===== config.mk =====
export PLATFORM = sky130hd
export DESIGN_NAME = icache
export DESIGN_NICKNAME = d
export VERILOG_FILES = /design/src/rtl/icache.sv
export SDC_FILE = /design/constraint.sdc
export NUM_CORES = 1
export LEC_CHECK = 0
export ABC_AREA = 1
export CAP_MARGIN = 0
export CORE_MARGIN = 5
export CORE_UTILIZATION = 45
export DETAILED_ROUTE_END_ITERATION = 10
export GPL_ROUTABILITY_DRIVEN = 1
export SLEW_MARGIN = 20
export SYNTH_ARGS = -nofsm -noshare
export SYNTH_HDL_FRONTEND = slang
export SYNTH_SLANG_ARGS = --single-unit

===== constraint.sdc =====
create_clock -name clk -period 7.4 [get_ports clk]
set_input_delay 0.74 -clock clk [delete_from_list [all_inputs] [get_ports clk]]
set_output_delay 0.74 -clock clk [all_outputs]
set_load 0.03 [all_outputs]

===== src/rtl/icache.sv =====
// Direct-mapped, one-word-per-line instruction cache sitting between the
// fetch stage and the memory controller. Hits answer one cycle after
// acceptance; misses issue a single memory read. A flush during a miss
// abandons the response but still fills the line when the data arrives.
module icache #(
    parameter int LINES = 16
) (
    input  logic        clk,
    input  logic        rst,
    input  logic        rdy,
    input  logic        fetch_enable,
    input  logic [31:0] fetch_addr,
    input  logic        flush,
    output logic        fetch_valid,
    output logic [31:0] fetch_instr,
    output logic        mem_req,
    output logic [31:0] mem_addr,
    input  logic        mem_valid,
    input  logic [31:0] mem_instr
);

    localparam int IDXW = $clog2(LINES);
    localparam int TAGW = 30 - IDXW;

    typedef enum logic [1:0] {
        ST_IDLE  = 2'd0,
        ST_MISS  = 2'd1,
        ST_DRAIN = 2'd2
    } state_t;

    state_t            r_state;
    state_t            w_state_nxt;

    logic              r_valid [LINES];
    logic [TAGW-1:0]   r_tag   [LINES];
    logic [31:0]       r_data  [LINES];

    logic              r_fetch_valid;
    logic [31:0]       r_fetch_instr;
    logic              r_mem_req;
    logic [31:0]       r_mem_addr;

    logic              w_fv_nxt;
    logic [31:0]       w_fi_nxt;
    logic              w_mreq_nxt;
    logic [31:0]       w_maddr_nxt;
    logic              w_fill;

    logic [IDXW-1:0]   w_req_idx;
    logic [TAGW-1:0]   w_req_tag;
    logic [IDXW-1:0]   w_fill_idx;
    logic [TAGW-1:0]   w_fill_tag;
    logic              w_hit;
    logic [1:0]        w_unused_addr_bits;

    // Byte-offset bits of the fetch address carry no information for a word cache.
    assign w_unused_addr_bits = fetch_addr[1:0];

    assign w_req_idx  = fetch_addr[IDXW+1:2];
    assign w_req_tag  = fetch_addr[31:IDXW+2];
    // The fill always targets the address that went out to memory.
    assign w_fill_idx = r_mem_addr[IDXW+1:2];
    assign w_fill_tag = r_mem_addr[31:IDXW+2];
    assign w_hit      = r_valid[w_req_idx] && (r_tag[w_req_idx] == w_req_tag);

    assign fetch_valid = r_fetch_valid;
    assign fetch_instr = r_fetch_instr;
    assign mem_req     = r_mem_req;
    assign mem_addr    = r_mem_addr;

    // Next-state and next-output decode for the fetch/miss controller.
    always_comb begin
        w_state_nxt = r_state;
        w_fv_nxt    = 1'b0;
        w_fi_nxt    = r_fetch_instr;
        w_mreq_nxt  = r_mem_req;
        w_maddr_nxt = r_mem_addr;
        w_fill      = 1'b0;
        case (r_state)
            ST_IDLE: begin
                // The cycle after a response is blocked so a held request is not served twice.
                if (fetch_enable && !flush && !r_fetch_valid) begin
                    if (w_hit) begin
                        w_fv_nxt = 1'b1;
                        w_fi_nxt = r_data[w_req_idx];
                    end else begin
                        w_mreq_nxt  = 1'b1;
                        w_maddr_nxt = {fetch_addr[31:2], 2'b00};
                        w_state_nxt = ST_MISS;
                    end
                end else begin
                    w_mreq_nxt = 1'b0;
                end
            end
            ST_MISS: begin
                if (mem_valid) begin
                    w_fill      = 1'b1;
                    w_mreq_nxt  = 1'b0;
                    w_state_nxt = ST_IDLE;
                    if (!flush) begin
                        w_fv_nxt = 1'b1;
                        w_fi_nxt = mem_instr;
                    end else begin
                        w_fv_nxt = 1'b0;
                    end
                end else if (flush) begin
                    w_state_nxt = ST_DRAIN;
                end else begin
                    w_state_nxt = ST_MISS;
                end
            end
            ST_DRAIN: begin
                // Wait out the abandoned read; its data still refills the line.
                if (mem_valid) begin
                    w_fill      = 1'b1;
                    w_mreq_nxt  = 1'b0;
                    w_state_nxt = ST_IDLE;
                end else begin
                    w_state_nxt = ST_DRAIN;
                end
            end
            default: begin
                w_state_nxt = ST_IDLE;
                w_mreq_nxt  = 1'b0;
            end
        endcase
    end

    // State and registered outputs; everything freezes while rdy is low.
    always_ff @(posedge clk) begin
        if (rst) begin
            r_state       <= ST_IDLE;
            r_fetch_valid <= 1'b0;
            r_fetch_instr <= 32'h0000_0000;
            r_mem_req     <= 1'b0;
            r_mem_addr    <= 32'h0000_0000;
        end else if (rdy) begin
            r_state       <= w_state_nxt;
            r_fetch_valid <= w_fv_nxt;
            r_fetch_instr <= w_fi_nxt;
            r_mem_req     <= w_mreq_nxt;
            r_mem_addr    <= w_maddr_nxt;
        end
    end

    // Line storage: only reset clears valid bits; fills write valid, tag and data.
    always_ff @(posedge clk) begin
        if (rst) begin
            for (int i = 0; i < LINES; i++) begin
                r_valid[i] <= 1'b0;
            end
        end else if (rdy && w_fill) begin
            r_valid[w_fill_idx] <= 1'b1;
            r_tag[w_fill_idx]   <= w_fill_tag;
            r_data[w_fill_idx]  <= mem_instr;
        end
    end

endmodule


Word level (Yosys, flattened, before mapping) --
Memories as Yosys holds them, arrays and structs flattened. Index checks and enable logic that the tools add are counted.
Word-level totals: flip-flop bits (word level) 66, bits in writable memories 944, output and inout bits 66, word-level logic and storage cells 63, memories 3
Memories:
- r_data | depth 16, width 32, rd ports 1, clocked after Yosys merged registers in 0, wr ports 1, line 36 | logic [31:0] r_data [LINES];
- r_tag | depth 16, width 26, rd ports 1, clocked after Yosys merged registers in 0, wr ports 1, line 35 | logic [TAGW-1:0] r_tag [LINES];
- r_valid | depth 16, width 1, rd ports 1, clocked after Yosys merged registers in 0, wr ports 16, line 34 | logic r_valid [LINES];
Cells by class: equal/unequal tests 10, multiplexer cells 30, bitwise gates (word level) 1, reduce and logical (&&, ||, !) cells 14
Operator list (count):
- 32-bit 2-to-1 mux | 4
- 32-bit case mux with 2 select lines | 1
- 26-bit equality test | 1
- 1-bit 2-to-1 mux | 16
- 2-bit 2-to-1 mux | 5
- 2-bit != test, second input constant | 5
- 2-bit case mux with 3 select lines | 1
- 3-bit AND reduction | 2
- 6-bit AND reduction | 1
- 1-bit logical AND | 4
- 4-bit 2-to-1 mux | 1
- 1-bit case mux with 2 select lines | 2
- 4-bit AND reduction | 1
- 3-bit != test, second input constant | 1
- 2-bit by 1-bit equality test with 1-bit output, second input constant | 1
- 2-bit equality test, second input constant | 1
- 1-bit logical NOT | 2
- 2-bit logical NOT | 1
- 2-bit by 1-bit != test with 1-bit output, second input constant | 1
- 2-bit nonzero test | 1
- 2-bit OR reduction | 1
- 1-bit inverter | 1
- 1-bit OR reduction | 1

Longest topological paths before layout --
depth after elaboration 9, depth in mapped cells 22, mapped depth without buffers 19

Worst setup path after synthesis --
Ideal clock, no wire load.
path kind input to register, from input port mem_valid, to memory r_data[4][0] (enable), library setup time 474 ps, data arrival time 3683 ps, required time 6926 ps, setup slack 3243 ps, cell stages on the path 4, path buffers 0, cells stage by stage nand3_1 > nor2_1 > nand3_1 > nor2_1
Between the ends: longest elaborated chain between the ends 6
RTL lines:
- from (decl) | line 18 | input logic mem_valid,
- 1-bit 2-to-1 mux | line 96, 114
- 1-bit 2-to-1 mux
- 1-bit logical AND | line 152 | end else if (rdy && w_fill) begin
- 1-bit 2-to-1 mux | line 152
- 1-bit 2-to-1 mux | line 148 | if (rst) begin
- 1-bit 2-to-1 mux (implied by the code) | line 155 | r_data[w_fill_idx] <= mem_instr;
- to (decl) | line 36
Every way passes these cells.

Worst setup path in the final report --
from input port fetch_addr[5], to register r_fetch_instr[16], in the netlist fetch_instr[16]
Between the ends: longest elaborated chain between the ends 5, elaborated cells between the ends (all ways) 10
RTL lines:
- from (decl) | line 12 | input logic [31:0] fetch_addr,
- memory read 16 x 26 bit
- 26-bit equality test | line 64 | assign w_hit = r_valid[w_req_idx] && (r_tag[w_req_idx] == w_req_tag);
- 1-bit logical AND | line 64
- 2-bit != test (no line)
- 6-bit AND reduction (no line)
- to (signal assigned) | line 140 | r_fetch_instr <= w_fi_nxt;
- to (decl) | line 39 | logic [31:0] r_fetch_instr;
Several ways; a longest one is shown, not always the timed one. The select of a mux whose other input is x is not followed. A chain may end at the register's enable or synchronous reset.

==> summary.md <==
| Metric | Value |
|---|---|
| Sequential share of power | 0.521 |
| Final setup viols | 0 |
| Antenna viol nets, final | 0 |
| Post-Synth XOR/XNOR Area | 0 |
| Initial antenna violation count | 5 |
| Syn Inst Count | 3,652 |
| Grt ovf | 0 |
| # resized after CTS | 0 |
| Crit path largest cell delay | about 0.74 ns |
| Kind of end point of the critical path | register |
| Non-Filler Instances | 4,994 |
| Cells after DPL | 4,793 |
| Req. time, crit path | approximately 7.9 ns |
| GP Congestion | 0.7893 |
| Family with the most delay on the worst path | simple AND/OR/NAND/NOR gates |
| Max-cap violations | 0 |
| Seq/Total Area, Yosys | 0.7127 |
| Main combinational cell family by area after synthesis | simple AND/OR/NAND/NOR gates |
| Worst slew pin tran | between 1 and 1.5 ns |
| Pint | 9303 uW |
| YS warnings | 0 |
| Area grow syn2layout | 13.79% |
| Mux cell area share after synthesis | 0.002176 |
| DRC viols | 0 |
| Synthesized flop and latch total | 1,010 |
| Part of the power in the clock network | 0.409 |
| Switching Share | 0.2330 |
| Hold Crit Class | register to register |
| Clk buf depth | 3 |
| Num ports | 136 |
| Synth Area in Adders | 0.001209 |
| Post-Syn Area | around 41,000 sq um |
| Switch Pwr | 2826 uW |
| Largest net degree at the start of global routing | approximately 210 |
| Final TNS setup | 0 ns |
| Critical path peak fanout | 43 |
| Fillers | between 7,000 and 8,000 |
| I/O Buffers | 131 |
| Drt wl/cell | between 20 and 25 um |
| DR vias/cell | 5.512 |
| Max_slew headroom | 0.2486 |
| Max Clock Freq | 227.4 MHz |
| Buf/Inv on CP | 4 |
| Final min period | 4.398 ns |
| PwrDens | 257.4 nW/um^2 |
| Worst-Skew Late Latency | 0.68 ns |
| Post-synth EDFFs | between 900 and 1,000 |
| CP Launch Type | input port |
| Synth Area in Compound Gates | 0.07923 |
| Drt total wl | roughly 110,000 um |
| Vias in the first global route | 26,050 |
| Tot GR Track Use | 0.2204 |
| Die Wd | 313.3 um |
| TritonCTS buffer count | 104 |
| Final Hold Fails | 0 |
| HPWL after DPL | 56,360 um |
| Worst reg2reg setup slack | 3.82 ns |
| Slew Limit Fails | 0 |
| Top cell by count, worst path | nand2_1 |
| Peak VDD IR | 0.2119 mV |
| Clk slew on worst S/H paths | about 0.060 ns |
| Synthesized area per cell | 11.34 sq um |
| TritonCTS clock tree | built |
| Nets | 3,787 |
| Cell Chain, Critical Path | buf_4 -> clkinv_2 -> buf_4 -> nand3_1 -> nand2_1 -> nand2_1 -> nand2_1 -> nand2_1 -> nor2_1 -> nand3_2 -> o21ai_4 -> buf_4 -> nand2_2 -> nor2_1 -> nor2_1 |
| Starting Density | 0.4524 |
| H-tree depth | 3 |
| CTS Sinks | 1,010 |
| Unrepaired setup endpoints after global routing | false |
| Post-synthesis cell type count | 29 |
| Fin crit share | 0.5943 |
| Clk root buf | clkbuf_16 |
| Total number of vias | between 20,000 and 30,000 |
| Site Rows | about 110 |
| Gate power share | 0.071 |
| DIE AREA | 98,180 sq um |
| CP max-delay cell | buf_4 |
| Initial drt markers | ~2,800 |
| Core area | 91,520 sq um |
| First-pass GRT wire length | roughly 170,000 um |
| Leak | 0.01700 uW |
| Share of cells above drive strength 1 | 0.06100 |
| Post-CTS Setup Bufs | 0 |
| Die height | 313.3 um |
| Crit Path Category | input port to register |
| Layout Skew | 0.02729 ns |
| Simple-gate portion of the synthesized area | 0.1563 |
| WHS | between 0.4 and 0.5 ns |
| Async S/R FF share, synth | 0 |
| Drt first pass iters | 8 |
| Critical Path AT | about 4.9 ns |
| Core Util, Final | 0.5148 |
| Hold_buf cts | 0 |
| Final Total Pwr | 12,130 uW |
| Post-synth top flop | edfxtp_1 |
| Status | completed |
-- per-layer routing --
layer / wire length, um / global-route usage / share of wire
met1: 48720 / 0.3205 / 0.44
met2: 51280 / 0.3499 / 0.46
met3: 8143 / 0.03725 / 0.074
met4: 2411 / 0.05462 / 0.022
met5: 0 / 0 / 0
-- power groups by stage --
| stage | logic, uW | registers, uW | clock network [uW] |
|---|---|---|---|
| 3_5_place_dp | 857 | 6430 | 0 |
| 4_1_cts | 860 | 6310 | 5030 |
| 6_report | 860 | 6310 | 4960 |
| 5_1_grt | 943 | 6320 | 5310 |
| 3_3_place_gp | 852 | 6430 | 0 |
| 2_1_floorplan | 481 | 6460 | 0 |
-- state kept, by name (all words and copies together), names as in the netlist --
name	cells
fetch_valid	1
mem_addr	30
r_data	512
mem_req	1
r_valid	16
r_tag	416
fetch_instr	32
r_state	2
-- final timing paths --
check,from,end,cells after the start
min,r_valid[10],r_valid[10],2
max,fetch_addr[5],fetch_instr[16],15
min reg2reg,r_valid[10],r_valid[10],2
max reg2reg,r_state[0],r_tag[13][1],7
-- layout make-up --
class / instances / area, sq um / area share
antenna: 5 / 12.51 / 0.0002655
clock buffer: 134 / 2766 / 0.05871
clock inverter: 62 / 454.2 / 0.009639
inverter: 254 / 977.2 / 0.02074
multi-input combinational: 2162 / 10040 / 0.2131
sequential: 1010 / 29510 / 0.6263
tap: 1186 / 1484 / 0.03149
timing repair buffer: 181 / 1874 / 0.03978
-- logic make-up (layout without fill, tap and decap cells) --
group,Yosys count,count (layout)
other,1,7
adders and majority gates,4,4
and+or+nand+nor,1595,1595
buffers and inverters,481,631
DFF,1010,1010
muxes,9,9
AOI/OAI and AO/OA,552,552
-- layout by cell type, fill, tap and decap left out, types with 4 or more instances in the layout --
master           synthesis  routed
bufinv_16                0       4
buf_12                   0      13
clkbuf_16                0     105
a21oi_1                 46      45
clkinvlp_4               0       4
inv_1                  250     248
nand2_1                740     740
diode_2                  0       5
o211ai_1                25      25
nor2_1                 493     477
clkdlybuf4s50_1          0     127
ha_1                     4       4
a31oi_1                 12      12
buf_4                   22      37
o21ai_0                323     323
nand3_1                349     349
inv_6                    0       5
clkinv_2                 0      25
o22ai_1                 40      40
nand3b_1                 8       8
clkinv_1                 0      21
o221ai_1               101     101
nor2_4                   0      16
clkbuf_1               117      26
edfxtp_1               928     928
dfxtp_1                 82      82
mux2i_1                  9       9
-- synthesized netlist by cell type, types with 2 or more instances --
master | n | area [sq um]
nand3_1 | 349 | 1747
edfxtp_1 | 928 | 27870
mux2i_1 | 9 | 90.09
ha_1 | 4 | 50.05
o21ai_1 | 4 | 20.02
o211ai_1 | 25 | 187.7
nor2_1 | 493 | 1851
dfxtp_1 | 82 | 1642
o221ai_1 | 101 | 884.6
clkbuf_1 | 117 | 439.2
buf_2 | 54 | 270.3
nand2_1 | 740 | 2778
or2_2 | 2 | 12.51
o22ai_1 | 40 | 250.2
a31oi_1 | 12 | 75.07
nand3b_1 | 8 | 60.06
inv_2 | 3 | 11.26
buf_6 | 6 | 67.56
buf_4 | 22 | 165.2
o21ai_0 | 323 | 1617
inv_1 | 250 | 938.4
buf_1 | 28 | 105.1
a21oi_1 | 46 | 230.2
-- per-stage QoR --
step / setup slack (ns) / area (sq um)
after floorplan: 3.243 / 41410
after global placement: 2.357 / 43840
after detailed placement: 2.364 / 43880
after CTS: 3.007 / 47110
after global routing: 2.665 / 47110
final: 3.002 / 47120
-- worst min-delay path, cell delays in order, from the launching register on --
cell and delay, ns:
dfxtp_1 0.33, nand2_1 0.06, o21ai_0 0.06
(Power assumes the default switching activity.)
